===== src/rtl/sample_output_register_pkg.sv =====
// Shared definitions for the generator-to-output-register path: sample format,
// FSM encoding and the signal-type codes used by the generator bank.
package sample_output_register_pkg;

   localparam int DATA_W     = 12;
   localparam int FIFO_DEPTH = 16;
   localparam int ADDR_W     = $clog2(FIFO_DEPTH);

   localparam logic [DATA_W-1:0] IDLE_LEVEL = 12'd2048;

   typedef enum logic [1:0] {
      ST_IDLE,
      ST_CAPTURE,
      ST_DRAIN
   } state_t;

   typedef enum logic [2:0] {
      SIG_NONE,
      SIG_NOISE,
      SIG_LFM,
      SIG_TONE
   } sig_type_t;

   function automatic logic [31:0] sat_inc32(input logic [31:0] v);
      return (v == 32'hFFFF_FFFF) ? v : v + 32'd1;
   endfunction

endpackage


===== src/rtl/sample_output_register_if.sv =====
// Generator-side and DAC-side signals of the output register; master is the
// generator/DAC environment, slave is the output register itself.
interface sample_output_register_if;
   import sample_output_register_pkg::*;

   logic              SIGN_START_CALC;
   logic              SIGN_STOP_CALC;
   logic [DATA_W-1:0] SAMPLE_IN;
   logic              DAC_READY;
   logic              OUT_REG_READY;
   logic [DATA_W-1:0] DAC_DATA;
   logic              DAC_VALID;
   logic [ADDR_W:0]   FIFO_LEVEL;
   logic              OVERFLOW;
   logic [31:0]       SAMPLE_COUNT;

   modport master (
      output SIGN_START_CALC, SIGN_STOP_CALC, SAMPLE_IN, DAC_READY,
      input  OUT_REG_READY, DAC_DATA, DAC_VALID, FIFO_LEVEL, OVERFLOW, SAMPLE_COUNT
   );

   modport slave (
      input  SIGN_START_CALC, SIGN_STOP_CALC, SAMPLE_IN, DAC_READY,
      output OUT_REG_READY, DAC_DATA, DAC_VALID, FIFO_LEVEL, OVERFLOW, SAMPLE_COUNT
   );

endinterface


===== src/rtl/sample_output_register_sync_fifo.sv =====
// Show-ahead synchronous FIFO; a push into a full FIFO is accepted only when a
// pop frees the slot in the same cycle.
module sync_fifo #(
   parameter int DW = 12,
   parameter int AW = 4
) (
   input  logic          clk_i,
   input  logic          rst_i,
   input  logic          push_i,
   input  logic          pop_i,
   input  logic [DW-1:0] wdata_i,
   output logic [DW-1:0] rdata_o,
   output logic          full_o,
   output logic          empty_o,
   output logic [AW:0]   level_o
);
   localparam int DEPTH = 1 << AW;

   logic [DW-1:0] mem_q [DEPTH];
   logic [AW-1:0] wptr_q, rptr_q;
   logic [AW:0]   level_q;
   logic          do_push, do_pop;

   assign empty_o = (level_q == '0);
   assign full_o  = (level_q == (AW+1)'(DEPTH));
   assign level_o = level_q;
   assign rdata_o = mem_q[rptr_q];

   assign do_pop  = pop_i && !empty_o;
   assign do_push = push_i && (!full_o || do_pop);

   always_ff @(posedge clk_i) begin
      if (rst_i) begin
         wptr_q  <= '0;
         rptr_q  <= '0;
         level_q <= '0;
      end else begin
         if (do_push) wptr_q <= wptr_q + 1'b1;
         if (do_pop)  rptr_q <= rptr_q + 1'b1;
         case ({do_push, do_pop})
            2'b10:   level_q <= level_q + 1'b1;
            2'b01:   level_q <= level_q - 1'b1;
            default: level_q <= level_q;
         endcase
      end
   end

   always_ff @(posedge clk_i) begin
      if (do_push) mem_q[wptr_q] <= wdata_i;
   end

endmodule


===== src/rtl/sample_output_register.sv =====
// Packet capture FSM in front of the DAC FIFO: frames generator samples between
// start/stop strobes and signals when the next generator may start.
module sample_output_register
   import sample_output_register_pkg::*;
(
   input  logic                     CLK,
   input  logic                     RESET,
   sample_output_register_if.slave  bus
);
   state_t            state_q;
   logic              rdy_q;
   logic              ovf_q;
   logic [31:0]       cnt_q;

   logic              push, pop, full, empty, accept, drop, drained;
   logic [ADDR_W:0]   level;
   logic [DATA_W-1:0] head;

   assign push    = (state_q == ST_CAPTURE);
   assign pop     = bus.DAC_READY && !empty;
   assign accept  = push && (!full || pop);
   assign drop    = push && full && !pop;
   // A pop of the final entry counts as empty so IDLE is reached on that edge.
   assign drained = empty || ((level == (ADDR_W+1)'(1)) && pop);

   sync_fifo #(.DW(DATA_W), .AW(ADDR_W)) u_fifo (
      .clk_i   (CLK),
      .rst_i   (RESET),
      .push_i  (push),
      .pop_i   (pop),
      .wdata_i (bus.SAMPLE_IN),
      .rdata_o (head),
      .full_o  (full),
      .empty_o (empty),
      .level_o (level)
   );

   always_ff @(posedge CLK) begin
      if (RESET) begin
         state_q <= ST_IDLE;
         rdy_q   <= 1'b1;
         ovf_q   <= 1'b0;
         cnt_q   <= '0;
      end else begin
         case (state_q)
            ST_IDLE: if (bus.SIGN_START_CALC) begin
               state_q <= ST_CAPTURE;
               rdy_q   <= 1'b0;
               ovf_q   <= 1'b0;
               cnt_q   <= '0;
            end
            ST_CAPTURE: begin
               if (accept) cnt_q <= sat_inc32(cnt_q);
               if (drop)   ovf_q <= 1'b1;
               if (bus.SIGN_STOP_CALC) state_q <= ST_DRAIN;
            end
            ST_DRAIN: if (drained) begin
               state_q <= ST_IDLE;
               rdy_q   <= 1'b1;
            end
            default: begin
               state_q <= ST_IDLE;
               rdy_q   <= 1'b1;
            end
         endcase
      end
   end

   assign bus.OUT_REG_READY = rdy_q;
   assign bus.DAC_VALID     = !empty;
   assign bus.DAC_DATA      = empty ? IDLE_LEVEL : head;
   assign bus.FIFO_LEVEL    = level;
   assign bus.OVERFLOW      = ovf_q;
   assign bus.SAMPLE_COUNT  = cnt_q;

endmodule


===== src/flat_wrapper.sv =====
// flat-port wrapper written by rule: the top's interface ports become plain ports
module sample_output_register_flat import sample_output_register_pkg::*;
  (CLK, RESET, bus_SIGN_START_CALC, bus_SIGN_STOP_CALC, bus_SAMPLE_IN, bus_DAC_READY, bus_OUT_REG_READY, bus_DAC_DATA, bus_DAC_VALID, bus_FIFO_LEVEL, bus_OVERFLOW, bus_SAMPLE_COUNT);
  sample_output_register_if bus_i ();
  input  logic CLK;
  input  logic RESET;
  input wire logic [$bits(bus_i.SIGN_START_CALC)-1:0] bus_SIGN_START_CALC;
  input wire logic [$bits(bus_i.SIGN_STOP_CALC)-1:0] bus_SIGN_STOP_CALC;
  input wire logic [$bits(bus_i.SAMPLE_IN)-1:0] bus_SAMPLE_IN;
  input wire logic [$bits(bus_i.DAC_READY)-1:0] bus_DAC_READY;
  output wire logic [$bits(bus_i.OUT_REG_READY)-1:0] bus_OUT_REG_READY;
  output wire logic [$bits(bus_i.DAC_DATA)-1:0] bus_DAC_DATA;
  output wire logic [$bits(bus_i.DAC_VALID)-1:0] bus_DAC_VALID;
  output wire logic [$bits(bus_i.FIFO_LEVEL)-1:0] bus_FIFO_LEVEL;
  output wire logic [$bits(bus_i.OVERFLOW)-1:0] bus_OVERFLOW;
  output wire logic [$bits(bus_i.SAMPLE_COUNT)-1:0] bus_SAMPLE_COUNT;
  assign bus_i.SIGN_START_CALC = bus_SIGN_START_CALC;
  assign bus_i.SIGN_STOP_CALC = bus_SIGN_STOP_CALC;
  assign bus_i.SAMPLE_IN = bus_SAMPLE_IN;
  assign bus_i.DAC_READY = bus_DAC_READY;
  assign bus_OUT_REG_READY = bus_i.OUT_REG_READY;
  assign bus_DAC_DATA = bus_i.DAC_DATA;
  assign bus_DAC_VALID = bus_i.DAC_VALID;
  assign bus_FIFO_LEVEL = bus_i.FIFO_LEVEL;
  assign bus_OVERFLOW = bus_i.OVERFLOW;
  assign bus_SAMPLE_COUNT = bus_i.SAMPLE_COUNT;
  sample_output_register u_core (.CLK(CLK), .RESET(RESET), .bus(bus_i));
endmodule

===== config.mk =====
export PLATFORM = sky130hd
export DESIGN_NAME = sample_output_register_flat
export DESIGN_NICKNAME = d
export VERILOG_FILES = /design/src/rtl/sample_output_register_pkg.sv /design/src/rtl/sample_output_register_if.sv /design/src/rtl/sample_output_register_sync_fifo.sv /design/src/rtl/sample_output_register.sv /design/src/flat_wrapper.sv
export SDC_FILE = /design/constraint.sdc
export NUM_CORES = 1
export LEC_CHECK = 0
export CAP_MARGIN = 20
export CORE_UTILIZATION = 53
export CTS_CLUSTER_SIZE = 10
export DETAILED_ROUTE_END_ITERATION = 16
export PLACE_DENSITY = 0.74
export SYNTH_ARGS = -nofsm -noshare
export SYNTH_HDL_FRONTEND = slang
export SYNTH_SLANG_ARGS = --single-unit

===== constraint.sdc =====
create_clock -name CLK -period 3 [get_ports CLK]
set_input_delay 0.45 -clock CLK [delete_from_list [all_inputs] [get_ports CLK]]
set_output_delay 0.45 -clock CLK [all_outputs]
set_load 0.05 [all_outputs]

; After elaboration in Yosys (flattened, before gate mapping)
; Memories as Yosys holds them, arrays and structs flattened. A register that Yosys moved wholly into a read port is not among the register bits.
; Index checks and enable logic that the tools add are counted.
; Widths: inputs -> output; s select.
[totals]
regBits = 49
ram_bits = 192
elab_cells = 67
n_memories = 1
[classes]
n_addsub = 5
n_eq_ne = 13
muxes = 19
bitwise_logic = 1
n_reduce_logical = 21
[mem_list]
columns = memory, words, width, read_ports, rd_clocked_by_memory_dff, wr, line_no
row1 = u_core.u_fifo.mem_q, 16, 12, 1, 1, 1, sample_output_register_sync_fifo.sv:19  ; logic [DW-1:0] mem_q [DEPTH];
[ops]
columns = operator, count
row1 = $mux 32, 3
row2 = $pmux 32 s2, 1
row3 = $add 32x1->32 const B, 1
row4 = $eq 32x32->1 const B, 1
row5 = $mux 12, 1
row6 = $ne 2x2->1 const B, 5
row7 = $pmux 5 s2, 1
row8 = $reduce_and 3->1, 3
row9 = $add 4x1->4 const B, 2
row10 = $mux 4, 2
row11 = $logic_and 1x1->1, 7
row12 = $mux 2, 3
row13 = $pmux 2 s3, 1
row14 = $add 5x1->5 const B, 1
row15 = $eq 5x1->1 const B, 1
row16 = $eq 5x5->1 const B, 1
row17 = $logic_not 5->1, 1
row18 = $mux 1, 5
row19 = $sub 5x1->5 const B, 1
row20 = $eq 2x1->1 const B, 2
row21 = $eq 2x2->1 const B, 2
row22 = $reduce_and 4->1, 1
row23 = $reduce_bool 2->1, 2
row24 = $logic_not 1->1, 3
row25 = 6 further kinds, 8

; Longest topological paths before layout
; Gate-level depths: netlist (run 1).
[logic_depth]
word_depth = 8
ltp_mapped = 11
mapped_depth_nobuf = 11

; By module
; From an unflattened synthesis (run 1), not the netlist that was laid out.
[unflattened]
hier_cells = 690
area_unflattened_um2 = 10412.5
[by_module_without_submodules]
columns = mod, n_inst, cells_per_inst, area_each_um2, seq_area_each_um2
row1 = sync_fifo, 1, 422, 8242.9, 6105.9
row2 = sample_output_register, 1, 268, 2169.6, 720.7

; Least setup slack after synthesis (run 1)
; No wires, ideal clock.
[synth_path]
kind = flip-flop to flip-flop
start = register u_core.u_fifo.level_q[0] (netlist: u_core.u_fifo.level_o[0])
end = memory u_core.u_fifo.mem_q[0][0] (enable)
setup_ns = 0.396
arrival_ns = 2.872
t_required_ns = 2.604
slack_ns = -0.269
path_stages_with_launch = 8
path_buffers = 1
cell_sequence = dfxtp_1 -> inv_1 -> ha_1 -> nor4b_2 -> a21oi_1 -> clkbuf_1 -> nand2_1 -> nor3_1
[synth_via]
elab_chain_cells = 8
[synth_lines]
columns = element, line_no
row1 = from (decl), sample_output_register_sync_fifo.sv:21  ; logic [AW:0] level_q;
row2 = from (signal assigned), sample_output_register_sync_fifo.sv:41  ; 2'b10: level_q <= level_q + 1'b1;
row3 = from (signal assigned), sample_output_register_sync_fifo.sv:42  ; 2'b01: level_q <= level_q - 1'b1;
row4 = from (signal assigned), sample_output_register_sync_fifo.sv:43  ; default: level_q <= level_q;
row5 = $logic_not 5->1, sample_output_register_sync_fifo.sv:24  ; assign empty_o = (level_q == '0);
row6 = $logic_not 1->1, "sample_output_register_sync_fifo.sv:29, sample_output_register.sv:20"
row7 = $logic_and 1x1->1, sample_output_register.sv:20  ; assign pop = bus.DAC_READY && !empty;
row8 = $logic_and 1x1->1, sample_output_register_sync_fifo.sv:29  ; assign do_pop = pop_i && !empty_o;
row9 = $logic_or 1x1->1 (*), sample_output_register_sync_fifo.sv:30  ; assign do_push = push_i && (!full_o || do_pop);
row10 = $logic_and 1x1->1 (*), sample_output_register_sync_fifo.sv:30
row11 = $mux 1 (*), sample_output_register_sync_fifo.sv:49  ; if (do_push) mem_q[wptr_q] <= wdata_i;
row12 = $mux 1 (not written as such) (*), sample_output_register_sync_fifo.sv:49
row13 = to (decl), sample_output_register_sync_fifo.sv:19
; Every way passes the cells marked *; elsewhere a longest branch is shown, timed or not.

==> out/qor.csv, run 1 <==
stage;metric;value;unit
status;status;complete, but fails checks;
status;failing checks;setup timing;
timing;Worst Tran Pin Value;0.941;ns
drt;DRC;0;
floorplan;initial core utilization;0.542;
synth;Seq/Total Area, Yosys;0.671;
floorplan;Die Wd;141;um
place;HPWL Detailed;14.2;mm
floorplan;die area;0.0197;sq mm
synth;count leader, synth;edfxtp_1;
power;P_leak;4.09;nW
timing;hold_ws;0.512;ns
synth;Post-Syn Area;0.0102;sq mm
synth;average cell area after synthesis;16.0;sq um
clock_tree;Clk pin slew, worst setup/hold paths;0.06;ns
place;port bufs;68;
synth;Synth area leader;edfxtp_1;
clock_tree;CTS tree;done;
place;GP Congestion;0.904;
synth;Primary FF master, synth;edfxtp_1;
drt;Routed Antenna Nets;0;
grt;total global-route track usage;0.247;
grt;grt total ovfl;0;
worst_setup_path;WP data required;2.55;ns
clock_tree;clock buffer count from CTS;28;
worst_setup_path;CP Class;reg2out;
worst_setup_path;worst r2r src;u_core.u_fifo.level_o[1];
worst_setup_path;crit-path max FO;7;
power;pwr/cell area;786;mW/mm^2
floorplan;IO Count;69;
synth;synth warn;0;
worst_setup_path;CP Launch Type;flip-flop;
cells_and_area;Final Non-Filler Cells;991;
drt;per-cell routed wire length;24.1;um
min_path;HP Class;reg2reg;
floorplan;Placeable Area;0.0188;sq mm
worst_setup_path;critical path's most frequent cell;mux4_2;
synth;Mapped Nets;664;
cells_and_area;ratio of cells with drive above 1 in the final layout;0.240;
synth;mux cell area share after synthesis;0.135;
synth;post-synthesis adder-cell area fraction;0.0135;
synth;share of the synthesized area in the top cell type;0.567;
drt;drt initial violations;557;
place;Inst Count DP;944;
timing;Final Critical Period;3.02;ns
timing;Clock Skew;0.0127;ns
synth;EDFF count, synth;192;
grt;initial antenna violation count;0;
timing;final setup fails;2;
min_path;HP Start;u_core.bus.SAMPLE_COUNT[26];
synth;post-synthesis compound-gate area fraction;0.0613;
cells_and_area;ant diodes;0;
synth;Cells after Synth;636;
timing;Worst Slack Setup Final;-0.0221;ns
power;VDD IR max;0.523;mV
clock_tree;# H-tree levels;1;
clock_tree;CTS Hold Bufs;0;
cells_and_area;nets;777;
synth;post-synth cell types;52;
timing;final worst-path cycle share;1.01;
timing;Worst slew margin;0.370;
drt;Routed Wire Length;23.9;mm
clock_tree;clock latency on the worst-skew pair;0.54;ns
synth;asr flop ratio synth;0;
synth;Synth Register Bits;245;
worst_setup_path;CP Cell Sequence;buf_12 -> clkbuf_16 -> mux4_2 -> mux4_2 -> and2_4 -> buf_6;
cells_and_area;Syn-to-layout area delta;21.9;%
flow_run;Max-Cap Viols;0;
drt;Vias/cell;6.33;
worst_setup_path;delay-heaviest family, CP;multiplexers;
timing;max-slew violations;0;
worst_setup_path;CP max-delay cell;mux4_2;
timing;maximum clock rate;0.331;GHz
drt;DRT Pass-1 Iters;4;
worst_setup_path;critical path capture point type;output port;
synth;xor and xnor area share after synthesis;0.00861;
grt;first-pass GRT wire length;36.6;mm
worst_setup_path;Worst Path Arrival;2.57;ns
timing;RSZ-0062 raised after global routing;yes;
clock_tree;Clock Sinks;245;
synth;largest family of logic cells by synthesized area;multiplexers;
timing;Fin. Hold Viols;0;
worst_setup_path;buffers and inverters on the worst path;3;
synth;simple-gate portion of the synthesized area;0.0932;
grt;vias in the first global route;6316;
synth;most instantiated cells after synthesis;edfxtp_1 (192), mux4_2 (60), dfxtp_1 (53);
floorplan;row cnt;50;
clock_tree;CTS root buf;clkbuf_16;
clock_tree;clock tree buffer depth;3;
grt;largest net degree at the start of global routing;38;
drt;Vias;6271;
worst_setup_path;slowest stage delay, CP;0.50;ns
floorplan;die height;141;um
synth;dominant cells by area after synthesis;edfxtp_1 (57%), mux4_2 (13%), dfxtp_1 (10%), nor2_1 (1.7%), a31oi_1 (1.4%);
state kept, by name, summed over array words and instances, names as in the netlist, named ones only:
register	count
u_core.state_q	2
u_core.u_fifo.mem_q	192
u_core.u_fifo.rptr_q	4
u_core.bus.OUT_REG_READY	1
u_core.u_fifo.level_o	5
u_core.u_fifo.wptr_q	4
u_core.bus.SAMPLE_COUNT	32
u_core.bus.OVERFLOW	1
cell usage in the layout (no fill, tap or decap), drive strengths merged, types with 10 or more instances in the layout:
cell / count
mux4: 60
clkdlybuf4s50: 55
nand3: 17
dfxtp: 53
and2: 14
nand4: 14
clkbuf: 38
buf: 60
o21ai: 11
o31ai: 18
and4: 11
a21oi: 21
edfxtp: 192
nand2: 18
a31oi: 22
ha: 11
nor2: 45
nor3: 10
final timing paths:
check	cells after the start	slack [ns]	end
hold reg to reg	1	0.51	u_core.bus.SAMPLE_COUNT[26]
hold / removal	1	0.51	u_core.bus.SAMPLE_COUNT[26]
setup / recovery	6	-0.02	bus_DAC_DATA[2]
setup reg to reg	8	0.37	u_core.u_fifo.mem_q[7][3]
what timing repair did:
| item | in CTS | in global routing |
|---|---|---|
| pin swaps | 0 | 0 |
| setup buffers | 4 | 2 |
| endpoints found under the setup margin | 13 | 13 |
| cloned | 0 | 3 |
| resized for setup | 17 | 17 |
logic make-up after synthesis:
logic type | Yosys count
multiplexers | 62
AND/OR/NAND/NOR | 171
AO/OA/AOI/OAI | 95
buffers and inverters | 42
flip-flops | 245
adder cells (fa/ha/maj) | 11
XOR/XNOR | 10
routing by layer:
layer / wire, um / track usage / vias up
li1: - / - / 2799
met1: 9980 / 0.327 / 3171
met2: 12000 / 0.426 / 265
met3: 1360 / 0.0373 / 36
met4: 524 / 0.0698 / 0
met5: 0 / 0 / -
report_power, final:
group          switching [W]  internal, W  total, W
Combinational        0.00145      0.00141   0.00285
Clock                0.00125      0.00177   0.00303
Sequential          0.000111      0.00375   0.00386
Total                0.00281      0.00693   0.00974
worst reg2reg max path, cell delays in order (launching register included):
cell and delay, ns:
dfxtp_1 0.40, inv_1 0.12, ha_1 0.23, nor4b_2 0.20
a21oi_1 0.21, buf_4 0.18, nand2_1 0.15, nor2_1 0.54
buf_4 0.31
metrics by stage:
step           instance area, sq um  power (W)  utilization  TNS, ns  setup slack, ns
2_1_floorplan                 10200    0.00559            -    -6.39           -0.266
3_3_place_gp                  11300    0.00623        0.604        0            0.225
3_5_place_dp                  11300    0.00627        0.604        0            0.174
4_1_cts                       12200    0.00949        0.652   -0.231          -0.0587
5_1_grt                       12400     0.0101        0.660   -0.534          -0.0875
6_report                      12400    0.00974        0.660  -0.0280          -0.0221
layout make-up:
type,instances,area [sq um]
Sequential cell,245,6830
Fill cell,1294,6370
Multi-Input combinational cell,349,3240
Timing Repair Buffer,117,1210
Clock buffer,36,731
Tap cell,234,293
Clock inverter,2,60.1
Inverter,8,30.0
(Power assumes the default switching activity.)
==> inputs of run 2 (changes only) <==
--- a/config.mk
+++ b/config.mk
@@ -7,7 +7,6 @@
 export LEC_CHECK = 0
 export CAP_MARGIN = 20
 export CORE_UTILIZATION = 53
-export CTS_CLUSTER_SIZE = 10
 export DETAILED_ROUTE_END_ITERATION = 16
 export PLACE_DENSITY = 0.74
 export SYNTH_ARGS = -nofsm -noshare
==> out/qor.csv, run 2 (synthesis gave the netlist of run 1 again) <==
stage;metric;value;unit;change
status;status;finished, final reports clean;;
timing;maximum clock rate;0.333;GHz;+0.77%
cells_and_area;max reg flops;192;;unchanged
grt;largest net degree at the start of global routing;38;;unchanged
worst_setup_path;WP data required;2.55;ns;about the same
power;Internal;0.00683;W;-1.4%
drt;drt initial violations;626;;+12%
cells_and_area;most frequent cells in the layout;edfxtp_1 (192), mux4_2 (60), clkdlybuf4s50_1 (55), dfxtp_1 (51), nor2_1 (45);;
timing;final worst-path cycle share;1.00;;-0.00774
clock_tree;CTS tree;done;;
power;VDD IR max;0.433;mV;-17%
power;overall power;0.00961;W;-1.3%
drt;DRT Pass-1 Iters;5;;+1
drt;Vias/cell;6.32;;-0.20%
worst_setup_path;buffers and inverters on the worst path;3;;unchanged
grt;grt total ovfl;0;;unchanged
timing;Final Critical Period;3.00;ns;-0.0232 ns
grt;total global-route track usage;0.246;;-0.000609
timing;Worst slew margin;0.367;;-0.00275
timing;Clock Skew;0.0108;ns;-0.00196 ns
grt;first-pass GRT wire length;36.5;mm;-0.38%
drt;per-cell routed wire length;24.0;um;-0.45%
clock_tree;CTS Hold Bufs;0;;unchanged
clock_tree;clock buffer count from CTS;25;;-11%
floorplan;Die Wd;141;um;unchanged
place;HPWL Detailed;14.2;mm;unchanged
floorplan;Placeable Area;0.0188;sq mm;unchanged
timing;Worst Tran Pin Value;0.946;ns;+0.00411 ns
drt;Vias;6290;;+0.30%
worst_setup_path;slowest stage delay, CP;0.53;ns;+0.03 ns
place;GP Congestion;0.904;;unchanged
clock_tree;clock tree buffer depth;3;;unchanged
timing;Fin. Hold Viols;0;;unchanged
cells_and_area;Syn-to-layout area delta;21.5;%;
worst_setup_path;CP Class;reg2out;;
cells_and_area;commonest non-fill, non-tap cell in the layout;edfxtp_1;;
cells_and_area;final core utilization;0.658;;-0.00193
flow_run;Max-Cap Viols;0;;unchanged
power;sequential power share;0.399;;+0.003
min_path;WHS Path Cells;1;;unchanged
cells_and_area;Most flops, register;u_core.u_fifo.mem_q;;
clock_tree;# H-tree levels;1;;unchanged
floorplan;initial core utilization;0.542;;unchanged
grt;initial antenna violation count;0;;unchanged
floorplan;die height;141;um;unchanged
drt;Routed Antenna Nets;0;;unchanged
worst_setup_path;Worst Path Arrival;2.55;ns;-0.02 ns
power;pwr/cell area;778;mW/mm^2;-0.98%
worst_setup_path;CP Depth;6;;unchanged
power;switching power;0.00278;W;-1.0%
drt;Routed Wire Length;23.9;mm;about the same
clock_tree;Clock Sinks;245;;unchanged
floorplan;die area;0.0197;sq mm;unchanged
power;Clock power frac;0.306;;-0.005
worst_setup_path;CP Launch Type;flip-flop;;
cells_and_area;ratio of cells with drive above 1 in the final layout;0.244;;+0.00367
worst_setup_path;CP Cell Sequence;buf_12 -> buf_16 -> mux4_2 -> mux4_2 -> and2_4 -> buf_6;;
worst_setup_path;critical path's most frequent cell;mux4_2;;
worst_setup_path;R2R cell count;8;;unchanged
worst_setup_path;delay-heaviest family, CP;multiplexers;;
floorplan;row cnt;50;;unchanged
worst_setup_path;crit-path max FO;8;;+1
min_path;HP Class;reg2reg;;
cells_and_area;nets;772;;-0.64%
place;port bufs;68;;unchanged
cells_and_area;ant diodes;0;;unchanged
grt;vias in the first global route;6310;;-0.095%
clock_tree;Clk pin slew, worst setup/hold paths;0.06;ns;about the same
worst_setup_path;Reg2Reg Setup Slack;0.39;ns;+0.02 ns
timing;max-slew violations;0;;unchanged
clock_tree;CTS root buf;clkbuf_16;;
worst_setup_path;critical path capture point type;output port;;
clock_tree;clock latency on the worst-skew pair;0.51;ns;-0.03 ns
power;P_leak;4.08;nW;-0.33%
worst_setup_path;CP max-delay cell;mux4_2;;
drt;DRC;0;;unchanged
power;logic gate share of total power;0.295;;+0.002
timing;RSZ-0062 raised after global routing;yes;;
timing;final setup fails;0;;-2
power;switch share;0.289;;+0.000686
floorplan;IO Count;69;;unchanged
-- run 2: final cells by class --
class	count	area, sq um
fill	1300	6410
timing repair buffer	115	1200
inverter	8	30.0
sequential	245	6830
clock buffer	31	648
clock inverter	14	124
tap	234	293
multi-input combinational	349	3230
-- run 2: layer usage --
| metal | track usage | routed length (um) | part of all wire | up-vias |
|---|---|---|---|---|
| met1 | 0.337 | 9880 | 0.41 | 3191 |
| met4 | 0.0624 | 437 | 0.018 | 0 |
| met3 | 0.0376 | 1520 | 0.064 | 38 |
| met5 | 0 | 0 | 0 | - |
| met2 | 0.415 | 12100 | 0.50 | 269 |
| li1 | - | - | - | 2792 |
-- run 2: worst paths after layout --
| check | start | to |
|---|---|---|
| setup / recovery | flip-flop | bus_DAC_DATA[2] |
| hold / removal | u_core.bus.SAMPLE_COUNT[26] | u_core.bus.SAMPLE_COUNT[26] |
| setup reg to reg | u_core.u_fifo.level_o[1] | u_core.u_fifo.mem_q[7][2] |
| hold reg to reg | u_core.bus.SAMPLE_COUNT[26] | u_core.bus.SAMPLE_COUNT[26] |
-- run 2: what timing repair did --
action,CTS,global route
gates cloned,1,4
resized for setup,14,15
buffers inserted,2,0
endpoints found under the setup margin,12,12
-- run 2: power groups by stage --
stage / registers, W / clock network, W / logic (W)
final: 0.00384 / 0.00294 / 0.00283
after global routing: 0.00385 / 0.00313 / 0.00299
after CTS: 0.00383 / 0.00298 / 0.00261
after detailed placement: 0.00394 / 0 / 0.00234
after global placement: 0.00393 / 0 / 0.00230
after floorplan: 0.00395 / 0 / 0.00163
-- run 2: through the flow --
stage / instances / TNS (ns) / worst slack [ns] / hold slack [ns] / cell area (sq um)
2_1_floorplan: 636 / -6.39 / -0.266 / 0.485 / 10200
4_1_cts: 992 / -0.0688 / -0.0360 / 0.509 / 12200
3_5_place_dp: 944 / 0 / 0.174 / 0.494 / 11300
6_report: 996 / 0 / 0.00115 / 0.516 / 12400
5_1_grt: 996 / -0.216 / -0.0458 / 0.540 / 12400
3_3_place_gp: 944 / 0 / 0.225 / 0.476 / 11300
-- run 2: worst reg2reg max path: cells and delay by family, from the launching register on --
family	cells	cell delay, ns
adder cells (fa/ha/maj)	1	0.22
AND/OR/NAND/NOR	3	0.88
buffers and inverters	3	0.61
AO/OA/AOI/OAI	1	0.21
flip-flops	1	0.40
